==> config.mk <==
export PLATFORM = sky130hd
export DESIGN_NAME = ame_pri_dec
export DESIGN_NICKNAME = d
export VERILOG_FILES = /design/src/rtl/ame_pkg.sv /design/src/rtl/ame_pri_dec_expand.sv /design/src/rtl/ame_pri_dec.sv
export SDC_FILE = /design/constraint.sdc
export NUM_CORES = 1
export LEC_CHECK = 0
export CORE_MARGIN = 1
export CORE_UTILIZATION = 54
export CTS_CLUSTER_SIZE = 16
export DETAILED_ROUTE_END_ITERATION = 12
export PLACE_DENSITY = 0.84
export SKIP_LAST_GASP = 1
export SLEW_MARGIN = 15
export SYNTH_ARGS = -nofsm -noshare
export SYNTH_HDL_FRONTEND = slang
export SYNTH_SLANG_ARGS = --single-unit
==> constraint.sdc <==
create_clock -name clk_i -period 3.3 [get_ports clk_i]
set_input_delay 0.66 -clock clk_i [delete_from_list [all_inputs] [get_ports clk_i]]
set_output_delay 0.66 -clock clk_i [all_outputs]
set_load 0.02 [all_outputs]
==> src/rtl/ame_pkg.sv <==
// rtl/ame_pkg.sv - shared types and widths for the AME operand code path
package ame_pkg;

    localparam int AME_OP_W  = 8;
    localparam int AME_POS_W = 3;

    // Leading-one operand code: nonzero flag, leading-one position, bit below it
    typedef struct packed {
        logic                 nz;
        logic [AME_POS_W-1:0] pos;
        logic                 sub;
    } ame_code_t;

endpackage

==> src/rtl/ame_pri_dec_expand.sv <==
// rtl/ame_pri_dec_expand.sv - combinational code-to-operand expansion (optional AME_PRI_DEC_ROUND_EN)
module ame_pri_dec_expand
    import ame_pkg::*;
(
    input  logic [AME_OP_W-1:0] pos_oh,
    input  logic                sub,
    input  logic                zero,
    output logic [AME_OP_W-1:0] value
);

    logic [AME_OP_W-1:0] below;
    logic [AME_OP_W-1:0] tail;

    // Leading one, the sub bit one place below it, and optionally a midpoint bit two below
    always_comb begin
        below = sub ? (pos_oh >> 1) : '0;
`ifdef AME_PRI_DEC_ROUND_EN
        tail  = pos_oh >> 2;
`else
        tail  = '0;
`endif
        value = zero ? '0 : (pos_oh | below | tail);
    end

endmodule

==> src/rtl/ame_pri_dec.sv <==
// rtl/ame_pri_dec.sv - two-stage streaming leading-one operand decoder with frame zero count and error flag
module ame_pri_dec
    import ame_pkg::*;
#(
    parameter int CNT_W = 16
) (
    input  logic                clk_i,
    input  logic                rst_i,
    input  logic                in_valid_i,
    output logic                in_ready_o,
    input  logic [4:0]          in_code_i,
    input  logic                in_last_i,
    output logic                out_valid_o,
    input  logic                out_ready_i,
    output logic [AME_OP_W-1:0] out_data_o,
    output logic                out_last_o,
    output logic [CNT_W-1:0]    zero_cnt_o,
    output logic                err_o
);

    ame_code_t           code;
    logic                code_zero;
    logic                code_bad;
    logic                in_fire;

    logic                s1_valid;
    logic [AME_OP_W-1:0] s1_pos_oh;
    logic                s1_sub;
    logic                s1_zero;
    logic                s1_last;

    logic                s2_take;
    logic                s2_free;
    logic                s1_advance;
    logic [AME_OP_W-1:0] s2_value;
    logic [CNT_W-1:0]    cnt_base;
    logic [CNT_W-1:0]    cnt_next;

    assign code      = ame_code_t'(in_code_i);
    assign code_zero = !code.nz;
    assign code_bad  = !code.nz && ((code.pos != '0) || code.sub);

    assign s2_take    = out_valid_o && out_ready_i;
    assign s2_free    = !out_valid_o || out_ready_i;
    assign s1_advance = s1_valid && s2_free;
    assign in_ready_o = !s1_valid || s1_advance;
    assign in_fire    = in_valid_i && in_ready_o;

    // A frame-closing beat leaving this cycle makes the incoming beat start a fresh count
    always_comb begin
        cnt_base = (s2_take && out_last_o) ? '0 : zero_cnt_o;
        cnt_next = (s1_zero && (cnt_base != '1)) ? cnt_base + CNT_W'(1) : cnt_base;
    end

    ame_pri_dec_expand u_expand (
        .pos_oh (s1_pos_oh),
        .sub    (s1_sub),
        .zero   (s1_zero),
        .value  (s2_value)
    );

    // Stage 1: capture one-hot position, sub bit, zero flag and frame end
    always_ff @(posedge clk_i) begin
        if (rst_i) begin
            s1_valid  <= 1'b0;
            s1_pos_oh <= '0;
            s1_sub    <= 1'b0;
            s1_zero   <= 1'b0;
            s1_last   <= 1'b0;
        end else if (in_ready_o) begin
            s1_valid <= in_valid_i;
            if (in_valid_i) begin
                s1_pos_oh <= AME_OP_W'(1) << code.pos;
                s1_sub    <= code.sub;
                s1_zero   <= code_zero;
                s1_last   <= in_last_i;
            end
        end
    end

    // Stage 2: form the operand and running zero count, held until the beat transfers
    always_ff @(posedge clk_i) begin
        if (rst_i) begin
            out_valid_o <= 1'b0;
            out_data_o  <= '0;
            out_last_o  <= 1'b0;
            zero_cnt_o  <= '0;
        end else if (s2_free) begin
            out_valid_o <= s1_valid;
            if (s1_valid) begin
                out_data_o <= s2_value;
                out_last_o <= s1_last;
                zero_cnt_o <= cnt_next;
            end else if (s2_take && out_last_o) begin
                zero_cnt_o <= '0;
            end
        end
    end

    // Sticky malformed-code flag, set on input acceptance regardless of output stalls
    always_ff @(posedge clk_i) begin
        if (rst_i) begin
            err_o <= 1'b0;
        end else if (in_fire && code_bad) begin
            err_o <= 1'b1;
        end
    end

endmodule
* Yosys cells after proc, flatten, opt, wreduce, memory -nomap -nowiden
Cells that the tools add are included.
** Word-level totals
- Register bits :: 39
- Bits of input ports :: 10
** Cells by class
- $add $sub $neg :: 1
- Multiplexer cells :: 5
- Reductions and logical operators :: 16
- Bitwise operators :: 1
- Equal/unequal tests :: 1
- Shift-type cells :: 1
** Operators with widths (count)
- 2-to-1 mux 16 bit :: 3
- adder 16 x 1 -> 16 bit (second input constant) :: 1
- inequality test 16 bit (second input constant) :: 1
- 2-to-1 mux 8 bit :: 1
- bitwise OR 8 bit :: 1
- left shift 1 x 3 -> 8 bit (first input constant) :: 1
- logical AND 1 bit :: 7
- 2-to-1 mux 7 bit :: 1
- AND reduction 2 bit :: 2
- logical NOT 1 bit :: 3
- logical OR 1 bit :: 3
- nonzero test 3 bit :: 1

* Logic depth before layout (Yosys ltp)
Gate-level depths: netlist (run 1).
- Word-level depth :: 7
- Mapped depth :: 10
- Gate-level depth less buffers :: 9

* Cells and area by module
A second synthesis (run 1) with hierarchy kept.
** Unflattened totals
- Cells, all modules :: 232
- Area, all modules :: 1848.0 um2
** By module, submodules not included
- ame_pri_dec :: instances 1, cells an instance 216, area each 1775.5 um2, sequential area each 780.7 um2
- ame_pri_dec_expand :: instances 1, cells an instance 16, area each 72.6 um2, sequential area each 0.0 um2

* Worst setup path before layout (run 1)
No wires, ideal clock.
- Kind :: input -> register
- From :: input out_ready_i
- To :: register zero_cnt_o[15]
- Library setup time :: 0.070 ns
- Arrival time :: 2.405 ns
- Slack :: 0.825 ns
- Stages :: 9
- Path buffers :: 1
- Cells stage by stage :: nand3_1 > clkbuf_1 > and2_1 > ha_1 > and4_1 > nand3_1 > nand4_1 > or3_1 > a21oi_1
** On the way
- Longest elaborated chain between the ends :: 7
** RTL lines
- from (decl) :: RTL line ame_pri_dec.sv:14 : input logic out_ready_i,
- parallel branches: the longest is 7 deep, another holds adder 16 x 1 -> 16 bit
- to (signal assigned) :: RTL line ame_pri_dec.sv:93 : zero_cnt_o <= cnt_next;
- to (decl) :: RTL line ame_pri_dec.sv:17 : output logic [CNT_W-1:0] zero_cnt_o,
Parallel ways; which one is timed is not known.
A chain may end at the register's enable or synchronous reset.

* Final worst setup path (run 1)
Same ends and word-level chain as after synthesis.

==> results of run 1 <==
==> power groups by stage <==
stage	clock network [mW]	logic [mW]	registers, mW
2_1_floorplan	0	0.0418	0.499
3_3_place_gp	0	0.0654	0.501
3_5_place_dp	0	0.0661	0.501
4_1_cts	0.278	0.0664	0.490
5_1_grt	0.304	0.0738	0.492
6_report	0.271	0.0665	0.490
==> through the flow <==
stage | utilization [%] | hold slack [ns]
finish | 72.9 | 0.468
global route | 72.9 | 0.501
CTS | 72.9 | 0.469
detailed placement | 70.7 | 0.452
global placement | 70.7 | 0.445
floorplan | - | 0.437
==> cells by family after synthesis <==
logic type	after synthesis	synth area share, %
xor+xnor	8	3.81
compound gates	55	18.1
fa+ha+maj	1	0.681
simple gates	107	30.9
flops	39	42.5
buf+inv	17	3.95
==> cell usage in the layout (no fill, tap or decap), drive strengths merged, types with 2 or more instances in the layout <==
cell / n
nor4: 3
o211ai: 2
a21oi: 37
nor4b: 4
buf: 2
nand3: 10
nor3: 11
nand4b: 2
dfxtp: 39
nand4: 5
and4: 2
or3: 5
clkbuf: 8
nand2: 25
xor2: 4
nand2b: 4
xnor2: 4
clkdlybuf4s50: 37
o2111ai: 2
o21ai: 4
inv: 2
nor2: 29
a211oi: 3
and3: 3
==> worst min path at each step <==
stage | cells after the start | startpoint | to | slack (ns)
after detailed placement | 2 | s1_last | s1_last | 0.45
after global placement | 2 | s1_last | s1_last | 0.45
final | 2 | s1_last | s1_last | 0.47
after floorplan | 2 | s1_last | s1_last | 0.44
after global routing | 2 | s1_pos_oh[5] | s1_pos_oh[5] | 0.50
after CTS | 2 | s1_last | s1_last | 0.47
==> cell type report <==
cell class	instances	area, um^2	share of cell area (%)
multi-input cells	171	983	43.1
flip-flops and latches	39	781	34.2
repair buffers	39	385	16.9
clock buffers	8	68.8	3.02
well taps	44	55.1	2.41
inverters	2	7.51	0.329
==> sequential cells by signal (all words and copies together), names as in the netlist <==
| name | flops |
|---|---|
| err_o | 1 |
| out_data_o | 8 |
| out_last_o | 1 |
| out_valid_o | 1 |
| s1_last | 1 |
| s1_pos_oh | 8 |
| s1_sub | 1 |
| s1_valid | 1 |
| s1_zero | 1 |
| zero_cnt_o | 16 |
==> per-layer routing <==
metal  vias to the layer above  routed length (um)  track usage, %
li1                        878                   -               -
met1                       794                2050            38.2
met2                        59                1700            33.1
met3                         2                 260            7.36
met4                         0                  22            7.64
met5                         -                   0               0
==> worst max-delay path: stages <==
cell and delay, ns:
clkdlybuf4s50_1 0.56, nand3_1 0.15, and2_1 0.21, ha_1 0.22, and4_1 0.24, nand3_1 0.21
nand4_1 0.19, or3_1 0.36, a21oi_1 0.17
==> run metrics, run 1 <==
1st-iter DRT viols between 100 and 150; Core ar. between 0.003 and 0.004 mm^2; CTS Hold Buffers Added 0; share of the synthesized area in the top cell type a little over two fifths; pin count of the biggest net entering global routing 26; CTS max path bufs 2; PwrDens approximately 360 mW/mm^2; dpl cell area 0.00221 mm^2; Critical Path Sink zero_cnt_o[15]; ranking of synthesized cells by area dfxtp_1 43%, a21oi_1 10%, nor2_1 5.7%; post-route setup slack about 0.60 ns; Req. time, crit path 3.57 ns; clock network power share about a third; Die Width about 60 um; Mapped Nets 238; H-tree depth 2; period utilization about four fifths; Critical path origin out_ready_i; Post-DRT Antenna Nets 0; post-route cell area approximately 0.0023 mm^2; Gate power share 8.0%; ys async rst share 0%; Resized cells post-CTS 0; Slew @ Worst Pin approximately 0.57 ns; worst-path maximum fanout 6; routed len/inst approximately 13 um; count leader, synth dfxtp_1; CTS Buf Count 5; Tot GR Track Use approximately 25%; Initial DRT Pass Iterations 4; P_int approximately 0.63 mW; DRC Markers 0; vias around 1.7k; fillers approximately 260; max-cap viol count 0; layout cell share with drive strength beyond 1 6.18%; Post-CTS Setup Bufs 0; GPL Wtd Cong 0.854; Root Driver clkbuf_4; Fin Setup TNS 0 ns; Slew Limit Headroom 61.9%; Yosys reg bits 39; dpl hpwl 2850 um; Final Power between 0.8 and 0.9 mW; Net Switching 0.195 mW; first-pass GRT wire length ~6800 um; Cell variety after synth between 40 and 50; Setup CP Type in -> reg; Worst-path clk slew ~0.11 ns; worst skew pair latency around 0.34 ns; highest ir drop seen on vdd 239 uV; dpl ws about 0.3 ns; critical path data arrival time approximately 3 ns; sequential area share after synthesis 42.5%; FF-to-FF setup slack between 0.9 and 1 ns; CTS sink cnt 39; P&R area growth vs syn 24.2%; RSZ-0062 raised after global routing false; standard-cell rows 20; Fin. Hold Viols 0; Mapped Area approximately 0.0018 mm^2; Max Freq roughly 0.37 GHz; Nets roughly 270; TritonCTS clock tree done; CP endpoint kind flop; grt ovf 0; ys flop type dfxtp_1; antenna violations before repair 0; vias in the first global route 1426; crit start category input pin; # diodes 0; Clock Skews 0.00744 ns; r2r startpoint out_valid_o; Initial Util about three fifths; Die Ht 60.3 um; Syn Area/Cell 8.09 um^2; Min-Delay Path Class reg -> reg; Vias per Instance approximately 5.7; post-route insts no fill about 300; Critical R2R Capture zero_cnt_o[15]; sequential cell fraction of total power between 50% and 60%; Sw Share between 20% and 30%; IO Count 38; Cells after DPL 295; synth cell count leaders 39 x dfxtp_1, 37 x a21oi_1, 28 x nor2_1; warnings from Yosys 0; static leakage ~0.75 nW; routed wire length roughly 4000 um; Yosys top cell by area dfxtp_1; R2R depth 8; number of port buffers 37; outcome completed; post-route minimum period approximately 2.7 ns; Post-Synthesis Cells ~230; Final Max Slew Viols 0; Die Area 0.00364 mm^2; Post-synth EDFFs 0; Finish-stage setup viols 0
No activity file was read; power rests on OpenSTA's default activity.
==> run 2, diff against run 1 <==
CORE_UTILIZATION = 45   (was 54)
PLACE_DENSITY = 0.74   (was 0.84)
clock period = 2.47 ns   (was 3.3 ns; I/O delays follow)
==> run 2 against run 1 <==
  * Sequential power is 34% higher
  * Cell count grew 5.0%
  * Sequential share of layout area shrank 1.6 points
  * Worst setup slack worse by 0.49 ns
  * Hold slack worse by 0.0092 ns
  * Non-clock buffer count is 12 higher
  * Largest power group unchanged
==> run metrics, run 2 (synthesis results as in run 1) <==
IO Count 38 (unchanged); Root Driver clkbuf_8; worst skew pair latency 0.29 ns (-0.05 ns); max reg flops 16 (unchanged); P&R area growth vs syn 30.4%; routed wire length 4260 um (+5.7%); Fin Setup TNS 0 ns (unchanged); CP endpoint kind output port; Tot GR Track Use 22.8% (-2.1 points); RSZ-0062 raised after global routing false; Setup CP Type in -> out; CP dominant cell by count clkdlybuf4s50_1; DRC Markers 0 (unchanged); Min-Delay Path Class reg -> reg; Finish-stage setup viols 0 (unchanged); # diodes 0 (unchanged); period utilization a little over nine tenths; slowest cell on the critical path clkdlybuf4s50_1; Largest regs zero_cnt_o: 16 flops, out_data_o: 8 flops, s1_pos_oh: 8 flops; Fin. Hold Viols 0 (unchanged); PwrDens 492 mW/mm^2 (+36%); Final Max Slew Viols 0 (unchanged); number of port buffers 37 (unchanged); layout cell share with drive strength beyond 1 10.4% (+4.2 points); first-pass GRT wire length 7510 um (+11%); routed len/inst 13.4 um (+0.73%); Worst-path clk slew 0.07 ns (-0.04 ns); Resized cells post-CTS 0 (unchanged); pin count of the biggest net entering global routing 34 (+31%); Clock Skews 0.00510 ns (-0.00233 ns); Buf/Inv on CP 3 (+2); GPL Wtd Cong 0.889 (+4.1%); worst path cell trace clkdlybuf4s50_1, buf_4, nand3b_1, clkdlybuf4s50_1; R2R depth 8 (unchanged); Slew Limit Headroom 66.7% (+4.8 points); Die Width 65.9 um (+9.2%); dpl cell area 0.00231 mm^2 (+4.3%); vias in the first global route 1662 (+17%); vias 1760 (+1.6%); Post-CTS Setup Bufs 0 (unchanged); crit start category input pin; area of the multi-input gates 983 um^2 (unchanged); highest ir drop seen on vdd 423 uV (+77%); Vias per Instance 5.53 (-3.2%); Initial DRT Pass Iterations 4 (unchanged); TritonCTS clock tree done; instance count on the critical path 4 (-5); Hold Path Depth 2 (unchanged); CTS max path bufs 2 (unchanged); fillers 364 (+43%); static leakage 0.823 nW (+9.1%); FF/Latch Area 781 um^2 (unchanged); post-route cell area 0.00239 mm^2 (+5.0%); CTS sink cnt 39 (unchanged); critical path data arrival time 1.87 ns (-1.11 ns); 1st-iter DRT viols 70 (-35%); H-tree depth 2 (unchanged); post-route insts no fill 318 (+5.0%); critical path's largest stage delay 0.62 ns (+0.06 ns); outcome completed; grt ovf 0 (unchanged); Nets 281 (+4.5%); standard-cell rows 22 (+10%); max-cap viol count 0 (unchanged); Top reg by flops zero_cnt_o; Die Ht 65.9 um (+9.2%); dpl hpwl 3010 um (+5.7%); Req. time, crit path 1.98 ns (-1.59 ns); Max Freq 0.423 GHz; commonest non-fill, non-tap cell in the layout dfxtp_1; Cells after DPL 311 (+5.4%); post-route minimum period between 2 and 2.5 ns; antenna violations before repair 0 (unchanged); Slew @ Worst Pin 0.498 ns (-0.0734 ns); CTS Buf Count 5 (unchanged); Post-DRT Antenna Nets 0 (unchanged); Top Family by Delay on Critical Path buffers and inverters; worst-path maximum fanout 5 (-1); Core ar. 0.00380 mm^2 (+21%); Initial Util 48.4% (-10 points); Die Area 0.00434 mm^2 (+19%); CTS Hold Buffers Added 0 (unchanged); most frequent cells in the layout 39 x dfxtp_1, 37 x a21oi_1, 37 x clkdlybuf4s50_1, 28 x nor2_1, 25 x nand2_1
[run 2: changes by cell type in the layout (fill, tap and decap cells not counted)]
cell / previous run / this run
clkinv_2: 0 / 1
clkbuf_4: 5 / 0
buf_4: 2 / 14
clkbuf_8: 2 / 6
clkbuf_1: 1 / 0
[run 2: layer usage]
layer / track usage [%] / routed length, um / share of wire (%)
met5: 0 / 0 / 0
met4: 8.97 / 68 / 1.6
met3: 6.38 / 211 / 5.0
met2: 35.6 / 1940 / 46
met1: 29.5 / 2040 / 48
[run 2: per-stage QoR]
stage	setup slack, ns	hold slack (ns)	power (mW)	utilization [%]
3_3_place_gp	-0.0670	0.446	0.761	60.7
5_1_grt	0.0202	0.499	1.24	63.0
2_1_floorplan	0.0805	0.437	0.723	-
3_5_place_dp	-0.114	0.449	0.761	60.7
6_report	0.106	0.459	1.18	63.0
4_1_cts	0.108	0.462	1.19	63.0
[run 2: final cells by class]
| cell class | instances | share of cell area, % |
|---|---|---|
| well taps | 48 | 2.51 |
| flip-flops and latches | 39 | 32.6 |
| clock inverters | 1 | 0.209 |
| inverters | 2 | 0.313 |
| clock buffers | 6 | 3.45 |
| repair buffers | 51 | 19.9 |
| multi-input cells | 171 | 41.1 |
[run 2: path summary, 6_finish.rpt]
path                                   from              to  slack (ns)
worst min register to register      s1_last         s1_last        0.46
worst max register to register  out_valid_o  zero_cnt_o[10]        0.35
worst max-delay path            out_ready_i      in_ready_o        0.11
worst min-delay path                s1_last         s1_last        0.46
[run 2: worst register-to-register path, stage by stage (launching register included)]
cell	delay (ns)
dfxtp_1	0.46
nand3_1	0.15
and2_1	0.20
ha_1	0.21
and4_1	0.23
nand3_1	0.08
o211ai_1	0.19
or3_1	0.37
a21oi_1	0.15
[run 2: report_power, final]
group	internal (mW)	total, mW	switching (mW)
clock	0.219	0.431	0.212
combinational	0.0406	0.0922	0.0516
sequential	0.640	0.655	0.0142
total	0.900	1.18	0.278
